## src/rtl/exception_ctrl.sv

```systemverilog
// exception_ctrl: MEM-stage exception and interrupt arbiter. It captures the winning cause,
// waits out a busy data memory, then issues a one-cycle flush/redirect followed by a settle cycle.
module exception_ctrl #(
    parameter logic [31:0] EXC_VECTOR = 32'hBFC0_0380
) (
    input  logic        clk,
    input  logic        rst,
    input  logic        MEM_Valid_i,
    input  logic [7:0]  MEM_ExcFlags_i,
    input  logic [31:0] MEM_PC_i,
    input  logic        MEM_IsDelaySlot_i,
    input  logic [31:0] MEM_VAddr_i,
    input  logic        MEM_Busy_i,
    input  logic [31:0] CP0Status_i,
    input  logic [31:0] CP0Cause_i,
    input  logic [31:0] CP0EPC_i,
    output logic [8:0]  ExceptType_o,
    output logic [31:0] ExcPCAdd1_o,
    output logic        ExcIsDelaySlot_o,
    output logic [31:0] ExcVAddr_o,
    output logic        Flush_o,
    output logic        Redirect_o,
    output logic [31:0] RedirectPC_o,
    output logic        Stall_o
);

    localparam logic [1:0] S_IDLE   = 2'd0;
    localparam logic [1:0] S_WAIT   = 2'd1;
    localparam logic [1:0] S_COMMIT = 2'd2;
    localparam logic [1:0] S_HOLD   = 2'd3;
    localparam int         ERET_BIT = 4;

    logic [1:0]  state_q, state_d;
    logic [8:0]  cause_q, cause_d;
    logic [31:0] pc4_q, pc4_d;
    logic        ds_q, ds_d;
    logic [31:0] vaddr_q, vaddr_d;
    logic [31:0] redir_q, redir_d;

    logic        int_pending;
    logic        detect;
    logic [7:0]  flags_low;
    logic [8:0]  sel_cause;
    logic        in_commit;

    // Only IE, EXL and the interrupt-mask/pending fields participate in arbitration.
    logic        unused_cp0_bits;
    assign unused_cp0_bits = ^{CP0Status_i[31:16], CP0Status_i[7:2],
                               CP0Cause_i[31:16], CP0Cause_i[7:0]};

    always_comb begin
        int_pending = MEM_Valid_i & CP0Status_i[0] & ~CP0Status_i[1]
                    & (|(CP0Cause_i[15:8] & CP0Status_i[15:8]));
        detect      = int_pending | (MEM_Valid_i & (|MEM_ExcFlags_i));
        // Lowest set flag bit is the highest-priority synchronous cause.
        flags_low   = MEM_ExcFlags_i & (~MEM_ExcFlags_i + 8'd1);
        if (int_pending) begin
            sel_cause = 9'h100;
        end else begin
            sel_cause = {1'b0, flags_low & {8{MEM_Valid_i}}};
        end
    end

    always_comb begin
        state_d = state_q;
        cause_d = cause_q;
        pc4_d   = pc4_q;
        ds_d    = ds_q;
        vaddr_d = vaddr_q;
        redir_d = redir_q;
        case (state_q)
            S_IDLE: begin
                if (detect) begin
                    state_d = MEM_Busy_i ? S_WAIT : S_COMMIT;
                    cause_d = sel_cause;
                    pc4_d   = MEM_PC_i + 32'd4;
                    ds_d    = MEM_IsDelaySlot_i;
                    vaddr_d = MEM_VAddr_i;
                    redir_d = sel_cause[ERET_BIT] ? CP0EPC_i : EXC_VECTOR;
                end
            end
            S_WAIT: begin
                if (!MEM_Busy_i) begin
                    state_d = S_COMMIT;
                end
            end
            S_COMMIT: state_d = S_HOLD;
            default:  state_d = S_IDLE;
        endcase
    end

    // Snapshot is cleared with the FSM so outputs read zero until the next detection.
    always_ff @(posedge clk or posedge rst) begin
        if (rst) begin
            state_q <= S_IDLE;
            cause_q <= '0;
            pc4_q   <= '0;
            ds_q    <= 1'b0;
            vaddr_q <= '0;
            redir_q <= '0;
        end else begin
            state_q <= state_d;
            cause_q <= cause_d;
            pc4_q   <= pc4_d;
            ds_q    <= ds_d;
            vaddr_q <= vaddr_d;
            redir_q <= redir_d;
        end
    end

    always_comb begin
        in_commit        = (state_q == S_COMMIT);
        ExceptType_o     = in_commit ? cause_q : 9'h000;
        Flush_o          = in_commit;
        Redirect_o       = in_commit;
        RedirectPC_o     = redir_q;
        ExcPCAdd1_o      = pc4_q;
        ExcIsDelaySlot_o = ds_q;
        ExcVAddr_o       = vaddr_q;
        Stall_o          = ~rst & (((state_q == S_IDLE) & detect)
                                   | (state_q == S_WAIT) | in_commit);
    end

endmodule

```

## config.mk

```make
export PLATFORM = sky130hd
export DESIGN_NAME = exception_ctrl
export DESIGN_NICKNAME = d
export VERILOG_FILES = /design/src/rtl/exception_ctrl.sv
export SDC_FILE = /design/constraint.sdc
export NUM_CORES = 1
export LEC_CHECK = 0
export BUFFER_PORTS_ARGS = -buffer_cell sky130_fd_sc_hd__buf_2
export CAP_MARGIN = 20
export CORE_MARGIN = 8
export CORE_UTILIZATION = 35
export CTS_CLUSTER_DIAMETER = 50
export CTS_CLUSTER_SIZE = 20
export DETAILED_ROUTE_END_ITERATION = 10
export GPL_ROUTABILITY_DRIVEN = 0
export GPL_TIMING_DRIVEN = 0
export PLACE_DENSITY_LB_ADDON = 0.3
export SYNTH_ARGS = -nofsm -noshare
export SYNTH_HDL_FRONTEND = slang
export SYNTH_SLANG_ARGS = --single-unit
```

## constraint.sdc

```tcl
create_clock -name clk -period 3.5 [get_ports clk]
set_input_delay 0.175 -clock clk [delete_from_list [all_inputs] [get_ports clk]]
set_output_delay 0.175 -clock clk [all_outputs]
set_load 0.05 [all_outputs]
```

# --- Yosys cells after proc, flatten, opt, wreduce, memory -nomap -nowiden ---
# Index checks and enable logic that the tools add are counted.
totals:
  reg_bits: 108
  latch_bits: 0
  ram_bits: 0
  rom_bits: 0
  inputBits: 173
  out_inout_bits: 109
  wordCells: 39
  mem_count: 0
classes:
  n_addsub: 2
  n_mul: 0
  div_mod_pow: 0
  order_cmp: 0
  eq_ne: 4
  shifts: 0
  muxes: 7
  n_bitwise: 15
  reduce_logical: 5
ops:
  columns: ["op", "n"]
  rows:
  - ["adder 32 x 3 -> 32 bit, second input constant", 1]
  - ["2-to-1 mux 32 bit", 1]
  - ["bitwise AND 8 bit", 3]
  - ["2-to-1 mux 9 bit", 2]
  - ["OR reduction 8 bit", 2]
  - ["adder 8 x 1 -> 8 bit, second input constant", 1]
  - ["inverter 8 bit", 1]
  - ["bitwise AND 1 bit", 6]
  - ["2-to-1 mux 2 bit", 3]
  - ["case mux 2 bit (3 select lines)", 1]
  - ["inequality test 2 bit, second input constant", 2]
  - ["AND reduction 2 bit", 2]
  - ["OR 1 bit", 3]
  - ["== test 2 x 1 -> 1 bit, second input constant", 1]
  - ["== test 2 bit, second input constant", 1]
  - ["zero test 2 bit", 1]
  - ["inverter 1 bit", 2]

# --- Longest topological paths before layout ---
logic_depth:
  ltp_word: 8
  ltp_mapped: 7
  mapped_depth_nobuf: 6

# --- Least setup slack after synthesis ---
# OpenSTA, ideal clock, no wires.
synth_path:
  kind: "register to output"
  startpoint: "reg state_q[0]"
  endpoint: "out Stall_o"
  arrival_ns: 1.974
  required_time_ns: 3.325
  path_slack_ns: 1.351
  path_stages_with_launch: 5
  path_buffers: 0
  path_cell_list: "dfrtp_1 inv_1 ha_1 nor2_1 a21oi_1"
synth_between:
  word_cells_on_any_way: 7
  classes_between: "2 x eq/ne; 4 x bitwise; 1 x reduce/logical"
synth_lines:
  columns: ["item", "line", "source"]
  rows:
  - ["start: declaration", "33", "logic [1:0] state_q, state_d;"]
  - ["start signal: assignment", "102", "state_q <= state_d;"]
  - ["== test 2 bit", "112", "in_commit = (state_q == S_COMMIT);"]
  - ["via Flush_o", "21", "output logic Flush_o,"]
  - ["OR 1 bit", "121", "| (state_q == S_WAIT) | in_commit);"]
  - ["bitwise AND 1 bit", "120", "Stall_o = ~rst & (((state_q == S_IDLE) & detect)"]
  - ["end: declaration", "24", "output logic Stall_o"]
# The timed path passes the listed nets, and every way through them passes these cells.

# --- Final worst setup path ---
layout_path:
  startpoint: "in MEM_ExcFlags_i[2]"
  endpoint: "out Stall_o"
layout_between:
  elab_chain_len: 7
layout_lines:
  columns: ["item", "line", "source"]
  rows:
  - ["start: declaration", "9", "input logic [7:0] MEM_ExcFlags_i,"]
  - ["OR reduction 8 bit", "54", "detect = int_pending | (MEM_Valid_i & (|MEM_ExcFlags_i));"]
  - ["bitwise AND 1 bit", "54", null]
  - ["OR 1 bit", "54", null]
  - ["bitwise AND 1 bit", "120", null]
  - ["OR 1 bit (2 in a row)", "121", null]
  - ["bitwise AND 1 bit", "120", null]
# No other way between the ends.

==> results.txt <==
Summed over all nets, the switching power comes to 2.98 mW. Entering global routing, the biggest net connects 67 pins. The worst register-to-register path has a setup slack of 1460 ps. In the routed design, unresolved DRC markers number 0. Of the total power, combinational logic draws 53.6%.

The number of clock buffers added by TritonCTS is 9. The half-perimeter wire length after placement was 11100 um. The number of buffers added on ports was 235. The mean cell area of the mapped netlist came out at 13.2 um2. The clock network fraction of design power is 15.7%. The category of the worst setup path launch point was an input pin. The total overflow left after global routing is 0. Number of nets in the final layout: 805. After routing, the total negative slack on setup checks comes to 0 ps. The layout has 1277 filler cells. Critical path endpoint category: an output pin.

Summing the sequential cell areas from Yosys gives 54.1% of the chip area. The H-tree was split into 3 levels. The required time reported for the critical path endpoint is 3320 ps, and the area added between synthesis and finish is 34.7%. Dividing the detail-routed via count by the number of cells gives 4.82. The worst-case IR drop observed on VDD is 0.000650 V.

Most instantiated flip-flop cell in the synthesis netlist: sky130_fd_sc_hd__dfrtp_1. The worst clock skew was 7.23 ps. In the synthesized netlist, the number of instances is 378. Global router's overall resource usage: 15.2%. The fraction of registers with async set or reset after synthesis was 100%.

The critical path is of the in -> out type. The share of total power in sequential cells came out at 30.7%. Summed over its instances, the top area cell type makes up 54.1% of the synthesized netlist area.

In this run the static leakage power is 3.31 nW. Internal power comes to 3.25 mW. The routed length per instance came out at 17.2 um. The tightest min-delay check is of the in -> reg type. After layout, the worst path uses 68.0% of the clock period. Counting instances, the worst hold path has a depth of 2. The count of state elements after synthesis is 108, and the number of different library cells in the post-synthesis netlist is 38.

The cell area that synthesis handed to floorplanning was 4990 um2. The initial utilization of the core area, before any placement, comes to 36.0%. TritonCTS built the clock tree. The tree is rooted in a sky130_fd_sc_hd__clkbuf_16. Setup repair after global routing left no endpoint under its margin.

After clock tree synthesis, the clock-pin slew on the worst setup and hold paths is 70 ps. The repair_antennas step left the layout with diodes totalling 0. Max-slew violation count: 0. The logs give 4278 for the via count of the first global-routing pass and 0 for the total count of hold-check failures in the final report. The logs give 108 for the TritonCTS sink count and 13900 um2 for the core area. The cell depth of the worst flop-to-flop path was 7; the largest fanout on the critical path was 10. The die height was 135 um; the number of placement rows was 43.

The die covers 18300 um2. The routed design has 14000 um of wire. The later pin in the worst-skew pair is clocked with a latency of 340 ps. Counting flops with a built-in enable in the synthesized netlist gives 0.

The first global-routing pass estimated 22400 um of wire. In this run the horizontal extent of the chip is 135 um. The share of post-route cells with drive strength above 1 was 52.1%. Across the run, the number of max-cap violations was 0.

At the pin with the least slew margin, the transition time is 863 ps. In this run the remaining antenna-violating nets after routing total 0. The number of nets in the synthesized netlist is 556. The slowest stage of the critical path belongs to the cell sky130_fd_sc_hd__or3_1.

Based on the critical path, the design can be clocked at up to 420 MHz. The pre-antenna-repair detailed-routing pass consisted of 4 iterations. The switching share of power was 47.9%. In this design, the stage delay of the slowest critical-path cell is 400 ps. Traced cell by cell, the critical path runs through buf_2 -> or3_1 -> o41ai_2 -> a21boi_4 -> nand2b_1 -> buf_4 -> buf_4 -> a21oi_1 -> buf_2. At the worst endpoint, the arrival time is 2210 ps.

The run gives 171 as the number of DRC violations after detailed-routing iteration 0. The initial antenna violation count is 0. After synthesis, the cell types taking the most area are sky130_fd_sc_hd__dfrtp_1, sky130_fd_sc_hd__mux2_4, sky130_fd_sc_hd__xnor2_1, sky130_fd_sc_hd__mux2_2, sky130_fd_sc_hd__a22o_1. sky130_fd_sc_hd__dfrtp_1 takes more of the synthesized area than any other cell. Setup violations remaining at the end of the flow were counted as 0. The run gives 0 as the total of warnings raised by yosys.

The run finished with clean final reports. The I/O pin count was 282. Across all layers, the routed design uses 3914 vias. The run gives 0 as the number of buffers inserted by post-CTS setup repair. The design draws 6.23 mW. The run gives 2 as the maximum count of clock buffers along a single path.

After layout, the minimum clock period comes to 2380 ps. The areal power density over the cells was 926 nW/um2; the worst slew slack as a fraction of its limit was 42.0%.
-- cells in the final DEF (no fill, tap or decap), drive strengths merged, types with 3 or more instances in the layout --
cell,Yosys,routed
o22a,12,12
dfrtp,108,108
nand3,13,13
mux2,59,59
xnor2,24,24
xor2,4,4
nand4,9,9
and3,5,5
nand2,13,13
a22oi,4,4
nor3,4,4
clkinvlp,0,3
nor2,12,12
inv,6,7
and4,4,4
o21ai,24,24
ha,5,5
buf,12,249
and2,12,12
clkbuf,6,16
a22o,21,21
nor4,5,5
-- final cells by class --
cell class                 instances  area (um2)  area share [%]
buffer                            18         139            2.07
timing repair buffer             238        1220            18.1
sequential                       108        2700            40.2
clock inverter                     6        48.8           0.726
inverter                           6        25.0           0.372
multi-input combinational        246        2130            31.6
clock buffer                      10         239            3.55
tap                              180         225            3.35
-- path summary, 6_finish.rpt --
| path | start | endpoint |
|---|---|---|
| min reg2reg | cause_q[4]$_DFFE_PP0P_ | cause_q[4]$_DFFE_PP0P_ |
| max in group asynchronous | rst | ExcVAddr_o[3]$_DFFE_PP0P_ |
| min | CP0EPC_i[8] | RedirectPC_o[8]$_DFFE_PP0P_ |
| max | MEM_ExcFlags_i[2] | Stall_o |
| max reg2reg | state_q[1]$_DFFE_PP0P_ | RedirectPC_o[5]$_DFFE_PP0P_ |
| min in group asynchronous | rst | cause_q[7]$_DFFE_PP0P_ |
-- repair_timing --
item                      4_1_cts  5_1_grt
resized for setup               0        0
hold buffers                    1        0
hold endpoints to repair       42        0
-- critical path: cells and delay by family --
| kind | cells | cell delay [ps] |
|---|---|---|
| compound gates | 3 | 780 |
| buf+inv | 4 | 700 |
| simple gates | 2 | 540 |
-- through the flow --
stage               setup slack, ps  area, um2  hold slack [ps]  instances  utilization, %
finish                         1120       6730             42.6        812            48.4
detailed placement             1110       6430              283        795            46.3
global route                    959       6730             35.5        812            48.4
CTS                            1100       6730             25.1        812            48.4
global placement               -697       6390              389        793            46.1
floorplan                       479       4990              283        378               -
-- synthesized netlist by cell type, drive strengths merged, types with 9 or more instances --
cell / count
a22o: 21
and2: 12
buf: 12
dfrtp: 108
mux2: 59
nand2: 13
nand3: 13
nand4: 9
nor2: 12
o21ai: 24
o22a: 12
xnor2: 24
-- cells by family (layout without fill, tap and decap cells) --
logic type      after synthesis  after routing  share of synthesized area, %
flops                       108            108                          54.1
simple gates                 82             82                          9.15
compound gates               72             72                          10.9
mux                          59             59                          16.4
xor+xnor                     28             28                          4.91
buf+inv                      24            278                          3.23
fa+ha+maj                     5              5                          1.25
-- state kept, by name, indices dropped and copies added (netlist names) --
signal            count
ExcIsDelaySlot_o      1
ExcPCAdd1_o          32
ExcVAddr_o           32
RedirectPC_o         32
cause_q               9
state_q               2
-- power groups by stage --
stage / Clock [mW] / Combinational (mW) / Sequential (mW)
2_1_floorplan: 0 / 1.14 / 3.33
4_1_cts: 1.02 / 3.38 / 1.92
3_3_place_gp: 0 / 3.33 / 1.91
5_1_grt: 1.06 / 3.52 / 1.97
6_report: 0.979 / 3.34 / 1.91
3_5_place_dp: 0 / 3.38 / 1.93
-- layer usage --
metal / part of all wire, % / vias up / global-route usage, %
met2: 49 / 133 / 25.0
li1: - / 1879 / -
met5: 0 / - / 0
met1: 41 / 1883 / 18.0
met3: 8.4 / 19 / 5.12
met4: 2.2 / 0 / 6.17
No activity file was read; power rests on OpenSTA's default activity.
